===== config.mk =====
export PLATFORM = sky130hd
export DESIGN_NAME = fp_add_pipe
export DESIGN_NICKNAME = d
export VERILOG_FILES = /design/src/rtl/fp_add_pipe.sv
export SDC_FILE = /design/constraint.sdc
export NUM_CORES = 1
export LEC_CHECK = 0
export CORE_MARGIN = 3
export CORE_UTILIZATION = 50
export CTS_CLUSTER_SIZE = 14
export DETAILED_ROUTE_END_ITERATION = 8
export GPL_TIMING_DRIVEN = 0
export PLACE_DENSITY = 0.69
export SLEW_MARGIN = 15
export SYNTH_ARGS = -nofsm -noshare
export SYNTH_HDL_FRONTEND = slang
export SYNTH_SLANG_ARGS = --single-unit

===== constraint.sdc =====
create_clock -name clk -period 15.4 [get_ports clk]
set_input_delay 3.08 -clock clk [delete_from_list [all_inputs] [get_ports clk]]
set_output_delay 3.08 -clock clk [all_outputs]
set_load 0.05 [all_outputs]

===== src/rtl/fp_add_pipe.sv =====
// Fully pipelined floating-point adder/subtractor with round-to-nearest-even.
// Register ranks: align -> add/sub -> normalise -> round/pack, so a result appears three enabled edges after its operands are sampled.
module fp_add_pipe #(
   parameter int EXP_W = 8,
   parameter int MAN_W = 23
) (
   input  logic                 clk,
   input  logic                 n_reset,
   input  logic                 clk_en,
   input  logic                 in_valid,
   input  logic                 op_sub,
   input  logic [EXP_W+MAN_W:0] a,
   input  logic [EXP_W+MAN_W:0] b,
   output logic                 out_valid,
   output logic [EXP_W+MAN_W:0] result,
   output logic                 ovf,
   output logic                 unf,
   output logic                 inexact,
   output logic                 invalid
);
   localparam int W    = 1 + EXP_W + MAN_W;
   localparam int F    = MAN_W + 4;
   localparam int S    = MAN_W + 5;
   localparam int EMAX = (1 << EXP_W) - 1;
   localparam logic [EXP_W-1:0] E_ONES = {EXP_W{1'b1}};
   localparam logic [EXP_W-1:0] E_ZERO = {EXP_W{1'b0}};
   localparam logic [MAN_W-1:0] M_ZERO = {MAN_W{1'b0}};
   localparam logic [W-1:0]     C_NAN  = {1'b0, E_ONES, 1'b1, {(MAN_W-1){1'b0}}};

   // MSB-seek priority encoder: number of leading zeros in the mantissa field
   function automatic int lzc(input logic [F-1:0] v);
      int pos;
      pos = -1;
      for (int i = 0; i < F; i++) begin
         if (v[i]) pos = i;
         else      pos = pos;
      end
      return F - 1 - pos;
   endfunction

   logic             sa_s, sb_s, sx_s, sy_s, za_s, zb_s, zx_s, zy_s;
   logic             ia_s, ib_s, na_s, nb_s, swap_s, inv_s, spec_s;
   logic [EXP_W-1:0] ea_s, eb_s, ex_s, ey_s, d_s;
   logic [MAN_W-1:0] fa_s, fb_s, fx_s, fy_s;
   logic [W-2:0]     ka_s, kb_s;
   logic [F-1:0]     mx_s, my_s;
   logic [2*F-1:0]   wide_s;
   logic [W-1:0]     spec_res_s;

   // Decode, order by magnitude and align the smaller operand (G/R/S kept below the LSB)
   always_comb begin
      sa_s   = a[W-1];
      sb_s   = b[W-1] ^ op_sub;
      ea_s   = a[W-2:MAN_W];
      eb_s   = b[W-2:MAN_W];
      fa_s   = a[MAN_W-1:0];
      fb_s   = b[MAN_W-1:0];
      za_s   = (ea_s == E_ZERO);
      zb_s   = (eb_s == E_ZERO);
      ia_s   = (ea_s == E_ONES) && (fa_s == M_ZERO);
      ib_s   = (eb_s == E_ONES) && (fb_s == M_ZERO);
      na_s   = (ea_s == E_ONES) && (fa_s != M_ZERO);
      nb_s   = (eb_s == E_ONES) && (fb_s != M_ZERO);
      ka_s   = za_s ? {(W-1){1'b0}} : a[W-2:0];
      kb_s   = zb_s ? {(W-1){1'b0}} : b[W-2:0];
      swap_s = (kb_s > ka_s);
      sx_s   = swap_s ? sb_s : sa_s;
      sy_s   = swap_s ? sa_s : sb_s;
      ex_s   = swap_s ? eb_s : ea_s;
      ey_s   = swap_s ? ea_s : eb_s;
      fx_s   = swap_s ? fb_s : fa_s;
      fy_s   = swap_s ? fa_s : fb_s;
      zx_s   = swap_s ? zb_s : za_s;
      zy_s   = swap_s ? za_s : zb_s;
      d_s    = ex_s - ey_s;
      mx_s   = zx_s ? {F{1'b0}} : {1'b1, fx_s, 3'b000};
      wide_s = {1'b1, fy_s, 3'b000, {F{1'b0}}} >> d_s;
      if (zy_s) begin
         my_s = {F{1'b0}};
      end else if (int'(d_s) >= MAN_W + 3) begin
         my_s = {{(F-1){1'b0}}, 1'b1};
      end else begin
         my_s = {wide_s[2*F-1:F+1], wide_s[F] | (|wide_s[F-1:0])};
      end
      inv_s      = na_s | nb_s | (ia_s & ib_s & (sa_s ^ sb_s));
      spec_s     = na_s | nb_s | ia_s | ib_s;
      spec_res_s = inv_s ? C_NAN : {sx_s, E_ONES, M_ZERO};
   end

   logic             v1_r, sx1_r, sub1_r, spec1_r, inv1_r, zs1_r;
   logic [EXP_W-1:0] ex1_r;
   logic [F-1:0]     mx1_r, my1_r;
   logic [W-1:0]     sres1_r;

   // Align-stage register
   always_ff @(posedge clk or negedge n_reset) begin
      if (!n_reset) begin
         v1_r <= 1'b0; sx1_r <= 1'b0; sub1_r <= 1'b0; spec1_r <= 1'b0; inv1_r <= 1'b0; zs1_r <= 1'b0;
         ex1_r <= E_ZERO; mx1_r <= {F{1'b0}}; my1_r <= {F{1'b0}}; sres1_r <= {W{1'b0}};
      end else if (clk_en) begin
         v1_r <= in_valid; sx1_r <= sx_s; sub1_r <= sx_s ^ sy_s; spec1_r <= spec_s; inv1_r <= inv_s;
         zs1_r <= sa_s & sb_s; ex1_r <= ex_s; mx1_r <= mx_s; my1_r <= my_s; sres1_r <= spec_res_s;
      end
   end

   logic [S-1:0]     sum_s, sum2_r;
   logic             v2_r, sx2_r, spec2_r, inv2_r, zs2_r;
   logic [EXP_W-1:0] ex2_r;
   logic [W-1:0]     sres2_r;

   // Magnitude add or subtract; X is never smaller than Y so the difference is non-negative
   always_comb begin
      if (sub1_r) sum_s = {1'b0, mx1_r} - {1'b0, my1_r};
      else        sum_s = {1'b0, mx1_r} + {1'b0, my1_r};
   end

   // Add-stage register
   always_ff @(posedge clk or negedge n_reset) begin
      if (!n_reset) begin
         v2_r <= 1'b0; sx2_r <= 1'b0; spec2_r <= 1'b0; inv2_r <= 1'b0; zs2_r <= 1'b0;
         ex2_r <= E_ZERO; sum2_r <= {S{1'b0}}; sres2_r <= {W{1'b0}};
      end else if (clk_en) begin
         v2_r <= v1_r; sx2_r <= sx1_r; spec2_r <= spec1_r; inv2_r <= inv1_r; zs2_r <= zs1_r;
         ex2_r <= ex1_r; sum2_r <= sum_s; sres2_r <= sres1_r;
      end
   end

   int                 lz_s, ex_int_s;
   logic [F-1:0]       norm_s;
   logic signed [31:0] en_s;

   // Normalise: one right shift on carry-out, otherwise left shift by leading-zero count
   always_comb begin
      lz_s     = lzc(sum2_r[F-1:0]);
      ex_int_s = int'(ex2_r);
      if (sum2_r[S-1]) begin
         norm_s = {sum2_r[S-1:2], sum2_r[1] | sum2_r[0]};
         en_s   = ex_int_s + 32'sd1;
      end else begin
         norm_s = sum2_r[F-1:0] << lz_s;
         en_s   = ex_int_s - lz_s;
      end
   end

   logic               v3_r, sx3_r, z3_r, spec3_r, inv3_r, zs3_r;
   logic signed [31:0] e3_r;
   logic [F-2:0]       m3_r;
   logic [W-1:0]       sres3_r;

   // Normalise-stage register; a cleared hidden bit after normalising means an exact zero
   always_ff @(posedge clk or negedge n_reset) begin
      if (!n_reset) begin
         v3_r <= 1'b0; sx3_r <= 1'b0; z3_r <= 1'b0; spec3_r <= 1'b0; inv3_r <= 1'b0; zs3_r <= 1'b0;
         e3_r <= 32'sd0; m3_r <= {(F-1){1'b0}}; sres3_r <= {W{1'b0}};
      end else if (clk_en) begin
         v3_r <= v2_r; sx3_r <= sx2_r; z3_r <= ~norm_s[F-1]; spec3_r <= spec2_r; inv3_r <= inv2_r;
         zs3_r <= zs2_r; e3_r <= en_s; m3_r <= norm_s[F-2:0]; sres3_r <= sres2_r;
      end
   end

   logic               inc_s, rc_s;
   logic [MAN_W:0]     rnd_s;
   logic signed [31:0] ef_s;
   logic               ov_n, ovf_n, unf_n, inx_n, inv_n;
   logic [W-1:0]       res_n;

   // Round to nearest even, then resolve exponent range and special results
   always_comb begin
      inc_s = m3_r[2] & (m3_r[1] | m3_r[0] | m3_r[3]);
      rnd_s = {1'b0, m3_r[F-2:3]} + {{MAN_W{1'b0}}, inc_s};
      rc_s  = rnd_s[MAN_W];
      ef_s  = e3_r + (rc_s ? 32'sd1 : 32'sd0);
      ov_n  = v3_r;
      ovf_n = 1'b0;
      unf_n = 1'b0;
      inx_n = 1'b0;
      inv_n = 1'b0;
      res_n = {W{1'b0}};
      if (!v3_r) begin
         ov_n = 1'b0;
      end else if (spec3_r) begin
         res_n = sres3_r;
         inv_n = inv3_r;
      end else if (z3_r) begin
         res_n = {zs3_r, {(W-1){1'b0}}};
      end else if (ef_s >= EMAX) begin
         res_n = {sx3_r, E_ONES, M_ZERO};
         ovf_n = 1'b1;
         inx_n = 1'b1;
      end else if (ef_s <= 32'sd0) begin
         res_n = {sx3_r, {(W-1){1'b0}}};
         unf_n = 1'b1;
         inx_n = 1'b1;
      end else begin
         res_n = {sx3_r, ef_s[EXP_W-1:0], rc_s ? M_ZERO : rnd_s[MAN_W-1:0]};
         inx_n = |m3_r[2:0];
      end
   end

   // Output register
   always_ff @(posedge clk or negedge n_reset) begin
      if (!n_reset) begin
         out_valid <= 1'b0; result <= {W{1'b0}}; ovf <= 1'b0; unf <= 1'b0; inexact <= 1'b0; invalid <= 1'b0;
      end else if (clk_en) begin
         out_valid <= ov_n; result <= res_n; ovf <= ovf_n; unf <= unf_n; inexact <= inx_n; invalid <= inv_n;
      end
   end
endmodule


==> results.txt, run 1 <==
----------------------------------------------------
[Outcome]
  Run status ... finished clean

[Timing]
  TNS Setup ... 0 ns
  Worst clock skew on the final layout ... 0.02248 ns
  RSZ-0062 raised after global routing ... false
  Portion of the clock cycle consumed by the worst path in the final layout ... 80.78%
  Tightest Pin Transition ... 1.062 ns
  Slew Limit Headroom ... 28.57%
  Number of hold-slack violations in the final timing report ... 0
  Max-slew violation total from the final report ... 0
  Fmax achieved ... 80.39 MHz
  Final worst path period need ... 12.44 ns
  Final WS setup ... 2.960 ns
  Count of final setup violators ... 0

[Power]
  Share of total power consumed by net switching ... 49.41%
  Cell area power density ... 189.1 nW/µm²
  Power consumption ... 0.003913 W
  Part of the total power dissipated in the clock network ... 16.4%
  Part of the total power dissipated in combinational logic ... 60.5%
  Sw Pwr ... 0.001933 W
  Sequential group share of total power ... 23.1%
  Total leakage power ... 8.605 nW
  Maximum VDD drop ... 0.1091 mV
  Internal power ... 0.001980 W

[Critical path]
  Max incr delay on CP ... 0.67 ns
  Cell with the largest stage delay on the worst path ... buf_1
  Data required time of the critical path ... 15.81 ns
  Category of the critical setup timing path ... primary input to flip-flop
  Startpoint kind of the worst setup timing path ... primary input
  Critical Path End Type ... flip-flop
  Cell seen most often among critical-path stages ... buf_1
  Flop-to-flop setup slack ... 6.39 ns
  Worst Path Arrival ... 12.85 ns
  Highest fanout seen on the critical path ... 10

[Logic synthesis]
  Share of the synthesized area in compound gates (AO/OA/AOI/OAI) ... 20.35%
  Xor and xnor fraction of the mapped netlist area ... 6.218%
  Synthesis warning total ... 0
  Mean instance size in the synthesized netlist ... 8.394 µm²
  Largest area contributor in the synthesized netlist ... dfrtp_1
  Simple-gate portion of the synthesized area ... 20.49%
  Count of flip-flops with a built-in enable after synthesis ... 0
  Multiplexer share of the synthesized area ... 12.83%
  Number of instances in the synthesized netlist ... 2160
  Post-synth ARST share ... 100.0%
  Net count after synthesis ... 2310
  Count of state elements after synthesis ... 213
  Top area cells in the synthesized netlist ... dfrtp_1, mux2i_1, ha_1
  Primary FF master, synth ... dfrtp_1
  Area share of the largest cell type after synthesis ... 29.40%
  Count of cell types in the netlist ... 86
  Area of the mapped netlist ... 18130 µm²
  Post-synthesis share of cell area spent on full adders, half adders and majority gates ... 5.797%
  Dominant combinational cell family by area after synthesis ... simple AND/OR/NAND/NOR gates
  Sequential fraction of the synthesis area ... 29.40%

[Detailed routing]
  Number of nets with antenna violations after routing ... 0
  Vias per inst ... 6.323
  Met3 Routed Length ... 3828 µm
  DRC marker count from the first detailed-route iteration ... 1470
  WL met1 ... 27490 µm
  Vias after detailed routing ... 17527
  Final WL ... 62430 µm
  First-pass detailed-route iteration total ... 6
  Drt drc ... 0
  Metal2 WL ... 29180 µm
  Average routed wire per standard cell ... 22.52 µm
  Highest metal layer with signal wires ... met5

[Floorplan]
  Die Span X ... 196.4 µm
  Core region area ... 35660 µm²
  Total die area ... 38580 µm²
  DIE HEIGHT ... 196.4 µm
  Number of standard-cell rows in the floorplan ... 69
  Number of top-level pins ... 106
  Effective utilization at floorplan ... 50.85%

[CTS]
  Deepest clock path buffer count ... 3
  Number of gates resized after CTS ... 0
  CTS H-tree depth ... 1
  CTS buffer count ... 26
  Clock sink count ... 213
  Clk pin slew, worst setup/hold paths ... 0.06 ns
  Clock insertion delay at the later pin of the skew report ... 0.55 ns
  Post-CTS Setup Inserts ... 0
  TritonCTS clock tree ... built
  Clk root buf ... clkbuf_16
  Number of buffers inserted for hold repair after clock tree synthesis ... 0

[Final layout]
  Area delta synth->final ... 14.13%
  Diodes inserted ... 0
  Fraction of final layout cells sized beyond drive strength 1 ... 8.568%
  End-of-flow core utilization ... 58.04%
  Final Net Count ... 2441

[Global route]
  Vias in the first global route ... 16622
  Initial antenna violation count ... 1
  Global-route usage over all layers ... 31.26%
  Global route overflow ... 0
  Maximum number of pins on one net before global-route repair ... 105
  Wire length of the first global-routing pass ... 96010 µm

[Place]
  Routability Congestion ... 0.9997
  Detailed-placement wirelength estimate ... 49520 µm
  Buffers added on ports ... 101
  Worst setup timing slack at the placement stage ... 2.848 ns

[Hold path]
  Path type of the worst min-delay path ... flip-flop to flip-flop

[Flow run]
  Max-capacitance violation count ... 0

----------------------------------------------------
## registers in the layout, indices dropped and copies added, names as in the netlist, 3 cells and up
name     cells
e3_r        32
ex1_r        8
ex2_r        8
m3_r        26
mx1_r       24
my1_r       27
result      32
sres1_r      3
sres2_r      3
sres3_r      3
sum2_r      28
## routing by layer
| metal | vias to the layer above | track usage (%) |
|---|---|---|
| met1 | 8606 | 42.84 |
| met3 | 95 | 4.650 |
| met5 | - | 0 |
| li1 | 8192 | - |
| met4 | 2 | 9.216 |
| met2 | 632 | 51.63 |
## layout make-up
type                    instances  area [µm²]
fillers                      3270       14960
multi-input cells            1725       11910
flip-flops and latches        213        5330
repair buffers                103        1071
clock buffers                  33       726.9
well taps                     461       576.8
plain buffers                 137       573.1
inverters                      85       319.1
clock inverters                15       182.7
## metrics by stage
stage | cell area (µm²) | hold WS [ns] | cells
final | 20690 | 0.4644 | 2772
after global placement | 19720 | 0.4453 | 2722
after floorplan | 18130 | 0.4305 | 2160
after global routing | 20690 | 0.5032 | 2772
after CTS | 20690 | 0.4624 | 2772
after detailed placement | 19780 | 0.4448 | 2724
## worst max-delay path: cells and delay by family
family                     cells  cell delay [ns]
and+or+nand+nor                8             1.68
muxes                          2             0.84
buffers and inverters         12             5.02
AOI/OAI and AO/OA              6             1.62
adders and majority gates      2             0.59
## layout by cell type, fill, tap and decap left out, drive strengths merged, types with 61 or more instances in the layout
master / n
o2bb2ai: 63
mux2i: 133
mux2: 64
inv: 85
dfrtp: 213
clkbuf: 138
nand3: 73
xnor2: 89
ha: 80
nand2: 223
nor2: 202
o21ai: 102
clkdlybuf4s50: 100
nor3: 61
a21oi: 130
## cells in the mapped netlist, drive strengths merged, types with 8 or more instances
cell type,instances
xor2,38
o32ai,8
ha,80
buf,32
clkbuf,105
nand3,73
o211ai,18
o22ai,23
a31oi,43
or3,14
nor2,202
inv,83
a311oi,8
nor2b,19
mux2i,133
mux4,12
mux2,64
a221oi,10
nor3,61
a211oi,15
dfrtp,213
nand4,27
nand2,223
nand2b,15
o31ai,18
o2bb2ai,63
xnor2,89
and2,35
and3,29
o21ai,102
a21oi,130
a21o,17
or2,13
nor4,39
## final timing paths
check                                         from                 endpoint  cells after the start
min in group asynchronous                  n_reset   result[15]$_DFFE_PN0P_                      1
setup / recovery                             a[28]     my1_r[0]$_DFFE_PN0P_                     30
hold / removal             sres1_r[30]$_DFFE_PN0P_  sres1_r[30]$_DFFE_PN0P_                      1
max in group asynchronous                  n_reset    mx1_r[26]$_DFFE_PN0P_                      3
hold reg to reg            sres1_r[30]$_DFFE_PN0P_  sres1_r[30]$_DFFE_PN0P_                      1
setup reg to reg             sum2_r[0]$_DFFE_PN0P_      m3_r[8]$_DFFE_PN0P_                     28
## power by group through the flow
stage / Clock (W) / Sequential [W] / Combinational (W)
floorplan: 0 / 0.000859 / 0.00167
global placement: 0 / 0.000896 / 0.00229
detailed placement: 0 / 0.000902 / 0.00231
CTS: 0.000650 / 0.000894 / 0.00232
global route: 0.000674 / 0.000920 / 0.00257
finish: 0.000642 / 0.000903 / 0.00237
## cell families (layout without fill, tap and decap cells)
kind of cell | after synthesis | after routing
buf+inv | 222 | 373
xor+xnor | 127 | 127
mux | 209 | 209
flops | 213 | 213
simple gates | 770 | 770
compound gates | 535 | 535
fa+ha+maj | 84 | 84
(Power assumes the default switching activity.)
==> inputs of run 2 (changes only) <==
Settings changed: PLACE_DENSITY 0.69 to 0.71.
Clock period 15.4 ns to 11.3 ns, I/O delays scaled along.
==> results.txt, run 2 (synthesis results as in run 1) <==
----------------------------------------------------
[Floorplan]
  Effective utilization at floorplan ... 50.85% (unchanged)
  Core region area ... 35660 µm² (unchanged)
  Die Span X ... 196.4 µm (unchanged)
  Number of standard-cell rows in the floorplan ... 69 (unchanged)
  Total die area ... 38580 µm² (unchanged)
  DIE HEIGHT ... 196.4 µm (unchanged)
  Number of top-level pins ... 106 (unchanged)

[Timing]
  Fmax achieved ... 93.72 MHz
  Number of hold-slack violations in the final timing report ... 0 (unchanged)
  Portion of the clock cycle consumed by the worst path in the final layout ... 94.43%
  Worst clock skew on the final layout ... 0.02928 ns (+0.006802 ns)
  RSZ-0062 raised after global routing ... false
  Max-slew violation total from the final report ... 0 (unchanged)
  Slew Limit Headroom ... 25.97% (-2.6 points)
  Final WS setup ... 0.6297 ns (-2.330 ns)
  Final worst path period need ... 10.67 ns
  Tightest Pin Transition ... 1.106 ns (+0.04464 ns)
  Count of final setup violators ... 0 (unchanged)

[Power]
  Part of the total power dissipated in the clock network ... 15.6% (-0.8 points)
  Sequential group share of total power ... 23.4% (+0.3 points)
  Cell area power density ... 255.7 nW/µm² (+35%)
  Part of the total power dissipated in combinational logic ... 61.0% (+0.5 points)
  Maximum VDD drop ... 0.1353 mV (+24%)
  Power consumption ... 0.005268 W (+35%)
  Share of total power consumed by net switching ... 49.43% (about the same)
  Sw Pwr ... 0.002604 W (+35%)
  Internal power ... 0.002664 W (+35%)
  Total leakage power ... 8.558 nW (-0.55%)

[Critical path]
  Critical Path End Type ... flip-flop
  Flop-to-flop setup slack ... 2.34 ns (-4.05 ns)
  Kind of cell adding the most delay to the critical path ... buffers and inverters
  Number of buffer and inverter instances along the worst setup path ... 11 (-1)
  Highest fanout seen on the critical path ... 13 (+3)
  Startpoint kind of the worst setup timing path ... primary input
  Category of the critical setup timing path ... primary input to flip-flop
  Worst Path Arrival ... 11.07 ns (-1.78 ns)
  Cell seen most often among critical-path stages ... clkbuf_1
  Max incr delay on CP ... 0.53 ns (-0.14 ns)
  Cell with the largest stage delay on the worst path ... clkdlybuf4s50_1
  Data required time of the critical path ... 11.70 ns (-4.11 ns)

[Global route]
  Maximum number of pins on one net before global-route repair ... 109 (+3.8%)
  Global route overflow ... 0 (unchanged)
  Initial antenna violation count ... 0 (-1)
  Vias in the first global route ... 16752 (+0.78%)
  Wire length of the first global-routing pass ... 97460 µm (+1.5%)
  Global-route usage over all layers ... 31.79% (+0.54 points)

[Final layout]
  Fraction of final layout cells sized beyond drive strength 1 ... 8.416% (-0.15 points)
  Top Registers ... e3_r: 32 flops, result: 32 flops, sum2_r: 28 flops
  Seq. cell area ... 5330 µm² (unchanged)
  Final Net Count ... 2438 (-0.12%)
  Area of the multi-input gates ... 11920 µm² (about the same)
  Area delta synth->final ... 13.62%
  Most common cell after layout, fill and taps aside ... nand2_1
  Number of filler instances in the final layout ... 3273 (+0.092%)
  Post-route non-filler standard cell count ... 2767 (-0.18%)
  Commonest non-fill, non-tap cells in the layout ... nand2_1, dfrtp_1, nor2_1
  Area of all placed cells without fillers ... 20600 µm² (-0.45%)

[CTS]
  Clk root buf ... clkbuf_16
  CTS buffer count ... 24 (-7.7%)
  TritonCTS clock tree ... built
  Clock insertion delay at the later pin of the skew report ... 0.55 ns (about the same)
  Number of buffers inserted for hold repair after clock tree synthesis ... 0 (unchanged)
  CTS H-tree depth ... 1 (unchanged)
  Clock sink count ... 213 (unchanged)
  Clk pin slew, worst setup/hold paths ... 0.06 ns (about the same)
  Deepest clock path buffer count ... 3 (unchanged)

[Outcome]
  Run status ... finished clean

[Detailed routing]
  Number of nets with antenna violations after routing ... 0 (unchanged)
  Vias per inst ... 6.297 (-0.41%)
  Vias after detailed routing ... 17424 (-0.59%)
  DRC marker count from the first detailed-route iteration ... 1455 (-1.0%)
  Drt drc ... 0 (unchanged)
  Final WL ... 62780 µm (+0.57%)
  Average routed wire per standard cell ... 22.69 µm (+0.75%)
  First-pass detailed-route iteration total ... 5 (-1)

[Place]
  Placed standard-cell area ... 19760 µm² (-0.10%)
  # placed instances ... 2724 (unchanged)
  Detailed-placement wirelength estimate ... 49540 µm (about the same)
  Routability Congestion ... 0.9743 (-2.5%)
  Worst setup timing slack at the placement stage ... -0.3885 ns (-3.237 ns)
  Buffers added on ports ... 101 (unchanged)

[Flow run]
  Max-capacitance violation count ... 0 (unchanged)

[Hold path]
  Path type of the worst min-delay path ... flip-flop to flip-flop

----------------------------------------------------
run 2: cell count changes in the layout (fill, tap and decap cells not counted), sizes merged:
cell,change
buf,-2
clkinv,-2
inv,-2
clkbuf,+1
clkinvlp,-1
diode,+1
run 2: power by group through the flow:
stage / Sequential, W / Clock (W) / Combinational (W)
5_1_grt: 0.00126 / 0.000864 / 0.00350
3_3_place_gp: 0.00123 / 0 / 0.00310
6_report: 0.00123 / 0.000820 / 0.00321
4_1_cts: 0.00122 / 0.000829 / 0.00316
3_5_place_dp: 0.00123 / 0 / 0.00314
2_1_floorplan: 0.00117 / 0 / 0.00228
run 2: cell type report:
cell class / count / area share [%]
multi-input cells: 1725 / 57.86
flip-flops and latches: 213 / 25.87
repair buffers: 103 / 5.102
clock buffers: 33 / 3.322
well taps: 461 / 2.800
plain buffers: 136 / 2.770
inverters: 85 / 1.567
clock inverters: 10 / 0.6924
diodes: 1 / 0.01215
run 2: path summary, 6_finish.rpt:
path	startpoint	endpoint	depth (start not counted)
setup / recovery	a[28]	my1_r[0]$_DFFE_PN0P_	30
hold / removal	sres1_r[30]$_DFFE_PN0P_	sres1_r[30]$_DFFE_PN0P_	1
setup reg to reg	sum2_r[0]$_DFFE_PN0P_	m3_r[24]$_DFFE_PN0P_	29
hold reg to reg	sres1_r[30]$_DFFE_PN0P_	sres1_r[30]$_DFFE_PN0P_	1
max in group asynchronous	n_reset	sum2_r[22]$_DFFE_PN0P_	2
min in group asynchronous	n_reset	result[15]$_DFFE_PN0P_	1
run 2: per-stage QoR:
stage | util [%] | hold slack, ns | TNS, ns
finish | 57.78 | 0.4720 | 0
global placement | 55.30 | 0.4515 | -152.36
floorplan | - | 0.4305 | 0
global route | 57.77 | 0.4794 | 0
CTS | 57.75 | 0.4690 | 0
detailed placement | 55.43 | 0.4533 | -0.3885
run 2: routing by layer:
layer | up-vias | global-route usage, % | part of all wire, %
met5 | - | 0 | 0
li1 | 8168 | - | -
met2 | 617 | 53.49 | 48
met1 | 8544 | 43.45 | 43
met4 | 0 | 8.450 | 2.8
met3 | 95 | 4.256 | 6.3
run 2: what timing repair did:
item / 4_1_cts / 5_1_grt
resized for setup: 0 / 3
setup endpoints to repair: 0 / 6
setup buffers: 0 / 0
run 2: worst reg2reg max path: cells and delay by family (launching register included):
family | cells | cell delay (ns)
adder cells (fa/ha/maj) | 1 | 0.23
multiplexers | 1 | 0.22
AO/OA/AOI/OAI | 9 | 2.48
buffers and inverters | 6 | 1.95
AND/OR/NAND/NOR | 12 | 3.65
flip-flops | 1 | 0.33
==> inputs of run 3 (changes only) <==
Settings changed: CORE_MARGIN 3 to default.
==> results.txt, run 3 (synthesis results as in run 1) <==
----------------------------------------------------
[Outcome]
  Run status ... finished with violations
  Failing checks ... design-rule violations

[Timing]
  RSZ-0062 raised after global routing ... false
  Fmax achieved ... 93.29 MHz (-0.46%)
  Max-slew violation total from the final report ... 0 (unchanged)
  Final WS setup ... 0.5805 ns (-0.04918 ns)
  Final worst path period need ... 10.72 ns (+0.04918 ns)
  TNS Setup ... 0 ns (unchanged)
  Number of hold-slack violations in the final timing report ... 0 (unchanged)
  Portion of the clock cycle consumed by the worst path in the final layout ... 94.86% (+0.44 points)
  Worst clock skew on the final layout ... 0.02455 ns (-0.004736 ns)
  Slew Limit Headroom ... 27.04% (+1.1 points)
  Tightest Pin Transition ... 1.094 ns (-0.01194 ns)
  Count of final setup violators ... 0 (unchanged)

[CTS]
  TritonCTS clock tree ... built
  CTS buffer count ... 26 (+8.3%)
  Deepest clock path buffer count ... 3 (unchanged)
  Clock sink count ... 213 (unchanged)
  CTS H-tree depth ... 1 (unchanged)
  Clk root buf ... clkbuf_16
  Number of buffers inserted for hold repair after clock tree synthesis ... 0 (unchanged)
  Clock insertion delay at the later pin of the skew report ... 0.56 ns (about the same)
  Clk pin slew, worst setup/hold paths ... 0.06 ns (about the same)

[Detailed routing]
  First-pass detailed-route iteration total ... 8 (+3)
  Final WL ... 62550 µm (-0.37%)
  Drt drc ... 20 (+20)
  Average routed wire per standard cell ... 22.51 µm (-0.80%)
  Number of nets with antenna violations after routing ... 0 (unchanged)
  DRC marker count from the first detailed-route iteration ... 1692 (+16%)
  Vias per inst ... 6.363 (+1.0%)
  Vias after detailed routing ... 17682 (+1.5%)

[Final layout]
  Diodes inserted ... 0 (-1)
  Commonest non-fill, non-tap cells in the layout ... nand2_1, dfrtp_1, nor2_1
  Area delta synth->final ... 14.39%
  Area of all placed cells without fillers ... 20740 µm² (+0.67%)
  Most common cell after layout, fill and taps aside ... nand2_1
  Final Net Count ... 2448 (+0.41%)
  Fraction of final layout cells sized beyond drive strength 1 ... 9.016% (+0.60 points)
  Top Registers ... e3_r: 32 flops, result: 32 flops, sum2_r: 28 flops
  End-of-flow core utilization ... 58.17% (+0.39 points)

[Power]
  Sequential group share of total power ... 23.0% (-0.4 points)
  Part of the total power dissipated in the clock network ... 16.2% (+0.6 points)
  Cell area power density ... 257.1 nW/µm² (+0.54%)
  Share of total power consumed by net switching ... 49.43% (about the same)
  Sw Pwr ... 0.002636 W (+1.2%)
  Internal power ... 0.002697 W (+1.2%)
  Part of the total power dissipated in combinational logic ... 60.8% (-0.2 points)
  Maximum VDD drop ... 0.1643 mV (+21%)
  Total leakage power ... 8.645 nW (+1.0%)

[Place]
  Detailed-placement wirelength estimate ... 49180 µm (-0.72%)
  Worst setup timing slack at the placement stage ... -0.3589 ns (+0.02955 ns)
  Buffers added on ports ... 101 (unchanged)
  Routability Congestion ... 1.007 (+3.4%)
  Placed standard-cell area ... 19780 µm² (+0.10%)

[Global route]
  Maximum number of pins on one net before global-route repair ... 106 (-2.8%)
  Global route overflow ... 0 (unchanged)
  Vias in the first global route ... 16465 (-1.7%)
  Initial antenna violation count ... 0 (unchanged)
  Global-route usage over all layers ... 33.42% (+1.6 points)
  Wire length of the first global-routing pass ... 95700 µm (-1.8%)

[Critical path]
  Startpoint kind of the worst setup timing path ... primary input
  Max incr delay on CP ... 0.56 ns (+0.03 ns)
  Cell with the largest stage delay on the worst path ... mux2i_1
  Critical Path End Type ... flip-flop
  Category of the critical setup timing path ... primary input to flip-flop
  Highest fanout seen on the critical path ... 10 (-3)
  Data required time of the critical path ... 11.71 ns (about the same)
  Worst Path Arrival ... 11.13 ns (+0.06 ns)

[Floorplan]
  Effective utilization at floorplan ... 50.85% (unchanged)
  DIE HEIGHT ... 192.4 µm (-2.0%)
  Die Span X ... 192.4 µm (-2.0%)
  Core region area ... 35660 µm² (unchanged)
  Number of standard-cell rows in the floorplan ... 69 (unchanged)
  Total die area ... 37030 µm² (-4.0%)
  Number of top-level pins ... 106 (unchanged)

[Hold path]
  Path type of the worst min-delay path ... flip-flop to flip-flop

[Flow run]
  Max-capacitance violation count ... 0 (unchanged)

----------------------------------------------------
## run 3: worst max-delay path, delay by kind of cell
family                     cells  cell delay [ns]
AOI/OAI and AO/OA              6             1.56
adders and majority gates      2             0.57
muxes                          2             0.80
and+or+nand+nor                8             1.63
buffers and inverters         12             4.25
## run 3: cell type report
| type | count | area [µm²] |
|---|---|---|
| buffer | 136 | 570.5 |
| clock buffer | 31 | 709.4 |
| clock inverter | 17 | 185.2 |
| fill | 3277 | 14920 |
| inverter | 85 | 322.8 |
| multi-input combinational | 1725 | 11910 |
| sequential | 213 | 5330 |
| tap | 461 | 576.8 |
| timing repair buffer | 111 | 1131 |
## run 3: metal layers
layer | track usage, % | wire (µm) | vias to the layer above
li1 | - | - | 8182
met2 | 54.50 | 29200 | 704
met3 | 5.019 | 4394 | 123
met1 | 45.03 | 26730 | 8673
met4 | 11.36 | 2224 | 0
met5 | 0 | 0 | -
## run 3: per-stage QoR
step	power (W)	std cells	hold WS, ns
final	0.005333	2779	0.4786
after global routing	0.005680	2779	0.4957
after CTS	0.005259	2772	0.4717
after detailed placement	0.004377	2724	0.4562
after global placement	0.004323	2722	0.4494
after floorplan	0.003446	2160	0.4305
## run 3: power groups by stage
stage          registers, W  clock network [W]  logic [W]
2_1_floorplan       0.00117                  0    0.00228
3_3_place_gp        0.00122                  0    0.00310
3_5_place_dp        0.00123                  0    0.00315
4_1_cts             0.00122           0.000872    0.00317
5_1_grt             0.00125           0.000905    0.00352
6_report            0.00123           0.000862    0.00324
## run 3: worst paths after layout
path	from	endpoint	slack (ns)	cells past startpoint
min reg2reg	sres1_r[30]$_DFFE_PN0P_	sres1_r[30]$_DFFE_PN0P_	0.48	1
min in group asynchronous	n_reset	result[14]$_DFFE_PN0P_	1.59	1
max	a[28]	my1_r[0]$_DFFE_PN0P_	0.58	30
max reg2reg	sum2_r[1]$_DFFE_PN0P_	m3_r[8]$_DFFE_PN0P_	2.38	28
min	sres1_r[30]$_DFFE_PN0P_	sres1_r[30]$_DFFE_PN0P_	0.48	1
max in group asynchronous	n_reset	my1_r[18]$_DFFE_PN0P_	8.80	2
## run 3: what timing repair did
action,4_1_cts,5_1_grt
endpoints found under the setup margin,0,4
buffers inserted,0,8
gates resized for setup,0,2
